### src/rtl/lcd_bus_arbiter_pkg.sv
// Shared LCD definitions: word layout, arbiter state encoding and round-robin pointer helper.
package lcd_pkg;

    localparam int unsigned LCD_DC_BIT      = 8;
    localparam int unsigned LCD_DW          = LCD_DC_BIT + 1;
    localparam int unsigned LCD_TIMEOUT_DEF = 4096;

    typedef enum logic [1:0] {
        ARB_IDLE,
        ARB_OWN,
        ARB_FLIGHT
    } arb_state_t;

    typedef logic [2:0] port_idx_t;

    // Port 0 never advances the pointer; the last port wraps back to 1.
    function automatic port_idx_t rr_next(input port_idx_t cur, input port_idx_t owner,
                                          input int unsigned num_req);
        if (owner == '0) begin
            return cur;
        end else if (owner == port_idx_t'(num_req - 1)) begin
            return port_idx_t'(1);
        end else begin
            return owner + port_idx_t'(1);
        end
    endfunction

endpackage

### src/rtl/lcd_bus_arbiter_if.sv
// Producer-side and lcd_write-side handshake bundle of the LCD bus arbiter.
interface lcd_bus_arbiter_if #(
    parameter int unsigned NUM_REQ = 3,
    parameter int unsigned DW      = lcd_pkg::LCD_DW
);
    logic [NUM_REQ-1:0]    req;
    logic [NUM_REQ-1:0]    wr_en;
    logic [NUM_REQ*DW-1:0] wr_data;
    logic [NUM_REQ-1:0]    gnt;
    logic                  busy;
    logic [NUM_REQ-1:0]    wr_done_o;
    logic [DW-1:0]         data;
    logic                  en_write;
    logic                  wr_done;

    modport slave (
        input  req, wr_en, wr_data, wr_done,
        output gnt, busy, wr_done_o, data, en_write
    );

    modport master (
        output req, wr_en, wr_data, wr_done,
        input  gnt, busy, wr_done_o, data, en_write
    );
endinterface

### src/rtl/lcd_rr_pick.sv
// Rotate-priority encoder: port 0 strict priority, ports >= 1 round-robin from rr_ptr once init is done.
module lcd_rr_pick
    import lcd_pkg::*;
#(
    parameter int unsigned NUM_REQ = 3
) (
    input  logic [NUM_REQ-1:0] req,
    input  port_idx_t          rr_ptr,
    input  logic               init_done,
    output logic [NUM_REQ-1:0] winner
);

    always_comb begin
        int unsigned p;
        logic        found;
        winner = '0;
        found  = 1'b0;
        p      = 0;
        if (req[0]) begin
            winner[0] = 1'b1;
        end else if (init_done) begin
            // Candidate sequence rr_ptr, rr_ptr+1, ... within ports 1..NUM_REQ-1.
            for (int unsigned i = 0; i < NUM_REQ - 1; i++) begin
                p = ((32'(rr_ptr) - 1 + i) % (NUM_REQ - 1)) + 1;
                if (!found && req[p]) begin
                    winner[p] = 1'b1;
                    found     = 1'b1;
                end
            end
        end
    end

endmodule

### src/rtl/lcd_bus_arbiter.sv
// Shares one lcd_write engine among NUM_REQ word producers: whole-burst grants,
// one word in flight at a time, owner-only completion routing and per-word timeout.
module lcd_bus_arbiter
    import lcd_pkg::*;
#(
    parameter int unsigned NUM_REQ = 3,
    parameter int unsigned DW      = LCD_DW,
    parameter int unsigned TIMEOUT = LCD_TIMEOUT_DEF
) (
    input  logic               sys_clk,
    input  logic               sys_rst_n,
    input  logic               init_done,
    lcd_bus_arbiter_if.slave   bus,
    output logic               drop_err,
    output logic               tmo_err
);

    arb_state_t         state_q, state_d;
    logic [NUM_REQ-1:0] gnt_q, gnt_d;
    port_idx_t          owner_q, owner_d;
    port_idx_t          rr_ptr_q, rr_ptr_d;
    logic [DW-1:0]      data_q, data_d;
    logic               en_write_q, en_write_d;
    logic               busy_q, busy_d;
    logic               drop_err_q, drop_err_d;
    logic               tmo_err_q, tmo_err_d;
    logic [15:0]        cnt_q, cnt_d;
    logic               init_seen_q, init_seen_d;
    logic [NUM_REQ-1:0] winner;
    port_idx_t          winner_idx;

    lcd_rr_pick #(.NUM_REQ(NUM_REQ)) u_pick (
        .req       (bus.req),
        .rr_ptr    (rr_ptr_q),
        .init_done (init_done | init_seen_q),
        .winner    (winner)
    );

    always_comb begin
        winner_idx = '0;
        for (int unsigned i = 0; i < NUM_REQ; i++) begin
            if (winner[i]) winner_idx = port_idx_t'(i);
        end
    end

    always_comb begin
        state_d     = state_q;
        gnt_d       = gnt_q;
        owner_d     = owner_q;
        rr_ptr_d    = rr_ptr_q;
        data_d      = data_q;
        en_write_d  = 1'b0;
        busy_d      = busy_q;
        tmo_err_d   = 1'b0;
        cnt_d       = cnt_q;
        init_seen_d = init_seen_q | init_done;
        drop_err_d  = (|(bus.wr_en & ~gnt_q)) |
                      ((state_q == ARB_FLIGHT) && (|(bus.wr_en & gnt_q)));
        unique case (state_q)
            ARB_IDLE: begin
                if (|winner) begin
                    gnt_d   = winner;
                    owner_d = winner_idx;
                    state_d = ARB_OWN;
                end
            end
            ARB_OWN: begin
                // A word strobed together with req falling is sent first; release follows it.
                if (bus.wr_en[owner_q]) begin
                    data_d     = bus.wr_data[owner_q*DW +: DW];
                    en_write_d = 1'b1;
                    busy_d     = 1'b1;
                    cnt_d      = '0;
                    state_d    = ARB_FLIGHT;
                end else if (!bus.req[owner_q]) begin
                    gnt_d    = '0;
                    rr_ptr_d = rr_next(rr_ptr_q, owner_q, NUM_REQ);
                    state_d  = ARB_IDLE;
                end
            end
            ARB_FLIGHT: begin
                cnt_d = cnt_q + 16'd1;
                if (bus.wr_done) begin
                    busy_d  = 1'b0;
                    state_d = ARB_OWN;
                end else if (cnt_q == 16'(TIMEOUT - 1)) begin
                    tmo_err_d = 1'b1;
                    busy_d    = 1'b0;
                    gnt_d     = '0;
                    state_d   = ARB_IDLE;
                end
            end
            default: state_d = ARB_IDLE;
        endcase
    end

    always_ff @(posedge sys_clk or negedge sys_rst_n) begin
        if (!sys_rst_n) begin
            state_q     <= ARB_IDLE;
            gnt_q       <= '0;
            owner_q     <= '0;
            rr_ptr_q    <= port_idx_t'(1);
            data_q      <= '0;
            en_write_q  <= 1'b0;
            busy_q      <= 1'b0;
            drop_err_q  <= 1'b0;
            tmo_err_q   <= 1'b0;
            cnt_q       <= '0;
            init_seen_q <= 1'b0;
        end else begin
            state_q     <= state_d;
            gnt_q       <= gnt_d;
            owner_q     <= owner_d;
            rr_ptr_q    <= rr_ptr_d;
            data_q      <= data_d;
            en_write_q  <= en_write_d;
            busy_q      <= busy_d;
            drop_err_q  <= drop_err_d;
            tmo_err_q   <= tmo_err_d;
            cnt_q       <= cnt_d;
            init_seen_q <= init_seen_d;
        end
    end

    // Completion is routed only while a word is actually in flight, so a late pulse is ignored.
    assign bus.wr_done_o = (state_q == ARB_FLIGHT && bus.wr_done) ? gnt_q : '0;
    assign bus.gnt       = gnt_q;
    assign bus.busy      = busy_q;
    assign bus.data      = data_q;
    assign bus.en_write  = en_write_q;
    assign drop_err      = drop_err_q;
    assign tmo_err       = tmo_err_q;

endmodule

### src/flat_wrapper.sv
// flat-port wrapper written by rule: the top's interface ports become plain ports
module lcd_bus_arbiter_flat import lcd_pkg::*;
#(
    parameter int unsigned NUM_REQ = 3,
    parameter int unsigned DW      = LCD_DW,
    parameter int unsigned TIMEOUT = LCD_TIMEOUT_DEF
)
  (sys_clk, sys_rst_n, init_done, drop_err, tmo_err, bus_req, bus_wr_en, bus_wr_data, bus_wr_done, bus_gnt, bus_busy, bus_wr_done_o, bus_data, bus_en_write);
  lcd_bus_arbiter_if #(.NUM_REQ(NUM_REQ), .DW(DW)) bus_i ();
  input  logic sys_clk;
  input  logic sys_rst_n;
  input  logic init_done;
  output logic drop_err;
  output logic tmo_err;
  input wire logic [$bits(bus_i.req)-1:0] bus_req;
  input wire logic [$bits(bus_i.wr_en)-1:0] bus_wr_en;
  input wire logic [$bits(bus_i.wr_data)-1:0] bus_wr_data;
  input wire logic [$bits(bus_i.wr_done)-1:0] bus_wr_done;
  output wire logic [$bits(bus_i.gnt)-1:0] bus_gnt;
  output wire logic [$bits(bus_i.busy)-1:0] bus_busy;
  output wire logic [$bits(bus_i.wr_done_o)-1:0] bus_wr_done_o;
  output wire logic [$bits(bus_i.data)-1:0] bus_data;
  output wire logic [$bits(bus_i.en_write)-1:0] bus_en_write;
  assign bus_i.req = bus_req;
  assign bus_i.wr_en = bus_wr_en;
  assign bus_i.wr_data = bus_wr_data;
  assign bus_i.wr_done = bus_wr_done;
  assign bus_gnt = bus_i.gnt;
  assign bus_busy = bus_i.busy;
  assign bus_wr_done_o = bus_i.wr_done_o;
  assign bus_data = bus_i.data;
  assign bus_en_write = bus_i.en_write;
  lcd_bus_arbiter #(.NUM_REQ(NUM_REQ), .DW(DW), .TIMEOUT(TIMEOUT)) u_core (.sys_clk(sys_clk), .sys_rst_n(sys_rst_n), .init_done(init_done), .bus(bus_i), .drop_err(drop_err), .tmo_err(tmo_err));
endmodule
### config.mk
export PLATFORM = sky130hd
export DESIGN_NAME = lcd_bus_arbiter_flat
export DESIGN_NICKNAME = d
export VERILOG_FILES = /design/src/rtl/lcd_bus_arbiter_pkg.sv /design/src/rtl/lcd_bus_arbiter_if.sv /design/src/rtl/lcd_rr_pick.sv /design/src/rtl/lcd_bus_arbiter.sv /design/src/flat_wrapper.sv
export SDC_FILE = /design/constraint.sdc
export NUM_CORES = 1
export LEC_CHECK = 0
export BUFFER_PORTS_ARGS = -buffer_cell sky130_fd_sc_hd__buf_2
export CORE_ASPECT_RATIO = 1.25
export CORE_MARGIN = 5
export CORE_UTILIZATION = 50
export CTS_CLUSTER_SIZE = 20
export DETAILED_ROUTE_END_ITERATION = 8
export HOLD_SLACK_MARGIN = 0.02
export PLACE_DENSITY = 0.76
export SLEW_MARGIN = 20
export SYNTH_ARGS = -nofsm -noshare
export SYNTH_HDL_FRONTEND = slang
export SYNTH_SLANG_ARGS = --single-unit
### constraint.sdc
create_clock -name sys_clk -period 2.8 [get_ports sys_clk]
set_input_delay 0.56 -clock sys_clk [delete_from_list [all_inputs] [get_ports sys_clk]]
set_output_delay 0.56 -clock sys_clk [all_outputs]
set_load 0.05 [all_outputs]
==> results of run 1 <==
## kinds of logic (layout without fill, tap and decap cells)
logic type,count (synthesis),after routing,synth area share
AO/OA/AOI/OAI,68,68,0.195
adder cells (fa/ha/maj),5,5,0.0282
buffers and inverters,22,76,0.0423
flip-flops,38,38,0.429
multiplexers,16,16,0.0749
AND/OR/NAND/NOR,90,90,0.231
## area by class of cell
class                   count  area [um2]
flip-flops and latches     38         952
multi-input cells         179        1170
well taps                  58        72.6
inverters                  10        37.5
repair buffers             58         298
fillers                   391        1740
clock buffers               8        80.1
## cells in the final DEF (no fill, tap or decap), types with 10 or more instances in the layout
cell      n
nor2_1   14
a21oi_1  20
inv_1    10
nand2_1  22
dfrtp_1  37
mux2i_1  11
o21ai_0  22
nand3_1  10
buf_2    55
## routing by layer
layer / track usage / vias up / share of wire
li1: - / 985 / -
met1: 0.197 / 945 / 0.42
met2: 0.338 / 44 / 0.52
met3: 0.0419 / 7 / 0.052
met4: 0.0575 / 0 / 0.011
met5: 0 / - / 0
## power groups by stage
stage | clock network [mW] | registers, mW | logic, mW
global route | 0.408 | 0.830 | 1.36
global placement | 0 | 0.811 | 1.23
detailed placement | 0 | 0.813 | 1.25
finish | 0.362 | 0.805 | 1.24
CTS | 0.376 | 0.806 | 1.25
floorplan | 0 | 1.11 | 0.661
## final timing paths
path                                                       end  slack (ns)
worst max-delay path                          bus_wr_done_o[1]        0.42
worst min-delay path              u_core.init_seen_q$_DFF_PN0_        0.39
worst max register to register    u_core.cnt_q[14]$_DFFE_PN0P_        0.51
worst min register to register  u_core.bus.data[8]$_DFFE_PN0P_        0.47
max in group asynchronous       u_core.bus.data[1]$_DFFE_PN0P_        1.87
min in group sys_clk            u_core.bus.data[8]$_DFFE_PN0P_        0.47
## flip-flops by register name, summed over array words and instances (netlist names), 2 cells and up
signal	flops
u_core.owner_q	2
u_core.bus.gnt	3
u_core.cnt_q	16
u_core.bus.data	9
u_core.state_q	2
## worst max-delay path: stages (launching register included)
cell     delay (ns)
dfrtp_1        0.40
inv_1          0.10
ha_1           0.50
nand2_1        0.15
nor2_1         0.11
buf_2          0.27
## per-stage QoR
stage,power (mW),setup WS [ns],utilization
3_3_place_gp,2.04,0.610,0.582
2_1_floorplan,1.78,0.663,-
4_1_cts,2.43,0.411,0.600
6_report,2.41,0.423,0.600
3_5_place_dp,2.06,0.533,0.582
5_1_grt,2.60,0.286,0.600
==> impl_metrics.env, run 1 <==
export IMPL_drc=0
export IMPL_die_width_um=69.6
export IMPL_finClkSkew_ns=0.00654
export IMPL_cts_buffer_depth=2
export IMPL_placed_cell_area_um2=2530
export IMPL_post_cts_setup_buffers=0
export IMPL_synth_flop_cell="dfrtp_1"
export IMPL_post_cts_resized=0
export IMPL_finalWirelength_um=5040
export IMPL_drive_above_1_share=0.270
export IMPL_end_kind="output port"
export IMPL_gp_congestion=0.758
export IMPL_startpoint="u_core.state_q[0]$_DFFE_PN0P_"
export IMPL_finalCriticalPeriod_ns=2.38
export IMPL_drv_slew=0
export IMPL_critPathLaunchType="flip-flop"
export IMPL_synth_edf_count=0
export IMPL_area_growth_pct=17.7
export IMPL_portBuffers=55
export IMPL_via_count=1981
export IMPL_net_switching_power_mw=1.14
export IMPL_async_flop_share=1.00
export IMPL_grtUsageTotal=0.179
export IMPL_dpl_hpwl_um=3780
export IMPL_overflow=0
export IMPL_seqPwrFrac=0.335
export IMPL_final_nets=334
export IMPL_synth_top_area_frac=0.417
export IMPL_ctsRootBufferMaster="clkbuf_8"
export IMPL_drt_iter0_markers=141
export IMPL_grt_max_degree=39
export IMPL_path_class="flip-flop to output port"
export IMPL_antenna_found_initial=0
export IMPL_fmaxAchievable_mhz=421
export IMPL_crit_arrival_ns=1.82
export IMPL_fin_crit_sh=0.849
export IMPL_rsz0062_at_grt="no"
export IMPL_slew_headroom=0.423
export IMPL_finalSetupViolations=0
export IMPL_yosys_area_top_type="dfrtp_1"
export IMPL_grt_pass1_wl_um=8690
export IMPL_postCtsHoldBufs=0
export IMPL_comb_power_share=0.515
export IMPL_design_area_um2=2620
export IMPL_synthDistinctLibCells=50
export IMPL_ys_seq_area_frac=0.429
export IMPL_syn_nets=281
export IMPL_r2r_start="u_core.state_q[0]$_DFFE_PN0P_"
export IMPL_worstPathMaxFanout=17
export IMPL_core_area_um2=4360
export IMPL_clk_pin_slew_ns=0.07
export IMPL_pwr_share_clk=0.150
export IMPL_worstHoldPathType="primary input to async pin"
export IMPL_leakage_nw=1.21
export IMPL_power_density_nw_per_um2=920
export IMPL_cp_required_ns=2.24
export IMPL_fp_dieH_um=84.5
export IMPL_yosysMostFrequentCell="dfrtp_1"
export IMPL_cts_tree="yes"
export IMPL_io_pins=56
export IMPL_reg2reg_depth=6
export IMPL_finalHoldViolCount=0
export IMPL_initial_core_util=0.510
export IMPL_dieArea_um2=5880
export IMPL_antenna_left=0
export IMPL_finalSetupTns_ns=0
export IMPL_internal_power_mw=1.27
export IMPL_layout_cells_non_filler=351
export IMPL_via_per_inst=5.64
export IMPL_synth_area_leaders="dfrtp_1, mux2i_1, o21ai_0"
export IMPL_switching_share=0.474
export IMPL_htreeDepth=2
export IMPL_peakVddDrop_mv=0.613
export IMPL_diodes=0
export IMPL_ys_warn_count=0
export IMPL_wl_per_cell_um=14.4
export IMPL_numClockSinks=38
export IMPL_netlist_instances=239
export IMPL_synth_seq_cells=38
export IMPL_status="completed"
export IMPL_synth_common_cells="dfrtp_1, nand2_1, o21ai_0, a21oi_1, nor2_1"
export IMPL_whs_ns=0.386
export IMPL_rows=27
export IMPL_syn_area_per_cell_um2=9.29
export IMPL_dr_pass1_iters=4
export IMPL_worstSkewPairLatency_ns=0.29
export IMPL_place_inst=343
export IMPL_max_slew_worst_pin_slew_ns=0.865
export IMPL_grt_pass1_vias=2051
export IMPL_mappedNetlistArea_um2=2220
export IMPL_cts_made_buffers=5
export IMPL_max_cap_violations=0
Note: power is estimated with default switching activity, not from simulation.
==> run 2, diff against run 1 <==
clock period = 2.3 ns   (was 2.8 ns; I/O delays follow)
==> impl_metrics.env, run 2 (synthesis results as in run 1) <==
export IMPL_max_stage_delay_ns=0.40
export IMPL_grtUsageTotal=0.177
export IMPL_htreeDepth=2
export IMPL_diodes=0
export IMPL_dr_pass1_iters=4
export IMPL_status="completed"
export IMPL_drive_above_1_share=0.284
export IMPL_fp_dieH_um=84.5
export IMPL_largest_register_ff_count=16
export IMPL_portBuffers=55
export IMPL_overflow=0
export IMPL_mostFrequentLayoutCell="buf_2"
export IMPL_dpl_hpwl_um=3930
export IMPL_gp_congestion=0.775
export IMPL_end_kind="output port"
export IMPL_max_cap_violations=0
export IMPL_power_density_nw_per_um2=1130
export IMPL_finalWirelength_um=5150
export IMPL_rows=27
export IMPL_clk_pin_slew_ns=0.07
export IMPL_die_width_um=69.6
export IMPL_wl_per_cell_um=14.6
export IMPL_finalHoldViolCount=0
export IMPL_layout_cells_non_filler=354
export IMPL_placed_cell_area_um2=2560
export IMPL_worstHoldPathType="primary input to async pin"
export IMPL_numClockSinks=38
export IMPL_place_inst=346
export IMPL_ctsRootBufferMaster="clkbuf_8"
export IMPL_post_cts_resized=0
export IMPL_regMostFlops="u_core.cnt_q"
export IMPL_antenna_left=0
export IMPL_cp_required_ns=1.84
export IMPL_initial_core_util=0.510
export IMPL_fmaxAchievable_mhz=465
export IMPL_path_class="flip-flop to output port"
export IMPL_worstPathMaxFanout=14
export IMPL_finalCriticalPeriod_ns=2.15
export IMPL_final_nets=337
export IMPL_cts_made_buffers=5
export IMPL_cts_tree="yes"
export IMPL_drv_slew=0
export IMPL_final_cell_mix="buf_2, dfrtp_1, nand2_1, o21ai_0, a21oi_1"
export IMPL_peakVddDrop_mv=0.639
export IMPL_finClkSkew_ns=0.00400
export IMPL_area_growth_pct=18.9
export IMPL_drc=0
export IMPL_fin_crit_sh=0.934
export IMPL_via_count=2006
export IMPL_antenna_found_initial=0
export IMPL_io_pins=56
export IMPL_cp_cell_sequence="inv_1 -> ha_1 -> buf_4 -> nand2_1 -> nor2_1 -> buf_2"
export IMPL_grt_pass1_vias=1968
export IMPL_cts_buffer_depth=2
export IMPL_drt_iter0_markers=117
export IMPL_worstSkewPairLatency_ns=0.29
export IMPL_via_per_inst=5.67
export IMPL_design_area_um2=2640
export IMPL_critPathLaunchType="flip-flop"
export IMPL_grt_max_degree=39
export IMPL_p_total_mw=2.98
export IMPL_finalSetupTns_ns=0
export IMPL_core_area_um2=4360
export IMPL_dieArea_um2=5880
export IMPL_grt_pass1_wl_um=8740
export IMPL_post_cts_setup_buffers=0
export IMPL_leakage_nw=1.23
export IMPL_slew_headroom=0.437
export IMPL_postCtsHoldBufs=0
export IMPL_slowest_stage="dfrtp_1"
export IMPL_finalSetupViolations=0
export IMPL_rsz0062_at_grt="no"
export IMPL_max_slew_worst_pin_slew_ns=0.845
export IMPL_crit_arrival_ns=1.69
export IMPL_fill_cells=388
[run 2: cell count changes in the layout (fill, tap and decap cells not counted)]
| cell | change |
|---|---|
| buf_4 | +3 |
| clkbuf_1 | -2 |
| clkinv_2 | +2 |
[run 2: per-stage QoR]
step	hold WS [ns]	setup WS [ns]	utilization
after detailed placement	0.465	0.266	0.587
after CTS	0.306	0.159	0.606
after global placement	0.458	0.374	0.587
after floorplan	0.164	0.263	-
final	0.276	0.152	0.606
after global routing	0.351	0.0311	0.606
[run 2: layout make-up]
type | instances | area, um2 | area share
sequential | 38 | 952 | 0.361
timing repair buffer | 61 | 320 | 0.121
clock buffer | 6 | 72.6 | 0.0275
clock inverter | 2 | 10.0 | 0.00379
inverter | 10 | 37.5 | 0.0142
tap | 58 | 72.6 | 0.0275
multi-input combinational | 179 | 1170 | 0.445
[run 2: path summary, 6_finish.rpt]
path / startpoint / end / slack, ns / depth (start not counted)
hold / removal: sys_rst_n / u_core.bus.gnt[2]$_DFFE_PN0P_ / 0.28 / 1
setup / recovery: u_core.state_q[0]$_DFFE_PN0P_ / bus_wr_done_o[1] / 0.15 / 6
min in group sys_clk: init_done / u_core.init_seen_q$_DFF_PN0_ / 0.40 / 2
hold reg to reg: u_core.bus.data[1]$_DFFE_PN0P_ / u_core.bus.data[1]$_DFFE_PN0P_ / 0.48 / 2
setup reg to reg: u_core.state_q[1]$_DFFE_PN0P_ / u_core.cnt_q[7]$_DFFE_PN0P_ / 0.21 / 7
max in group asynchronous: sys_rst_n / u_core.cnt_q[6]$_DFFE_PN0P_ / 1.49 / 1
[run 2: metal layers]
layer | vias to the layer above | GRT usage | part of all wire
li1 | 989 | - | -
met1 | 960 | 0.201 | 0.41
met2 | 50 | 0.333 | 0.53
met3 | 7 | 0.0419 | 0.055
met4 | 0 | 0.0383 | 0.0085
met5 | - | 0 | 0
[run 2: worst max-delay path: cells and delay by family, from the launching register on]
family | cells | cell delay, ns
adders and majority gates | 1 | 0.23
buffers and inverters | 3 | 0.59
DFF | 1 | 0.40
and+or+nand+nor | 2 | 0.17
[run 2: where the power goes]
| group | internal [mW] | switching, mW | leakage [nW] |
|---|---|---|---|
| Clock | 0.210 | 0.229 | 0.0450 |
| Combinational | 0.505 | 1.05 | 0.688 |
| Sequential | 0.847 | 0.133 | 0.493 |
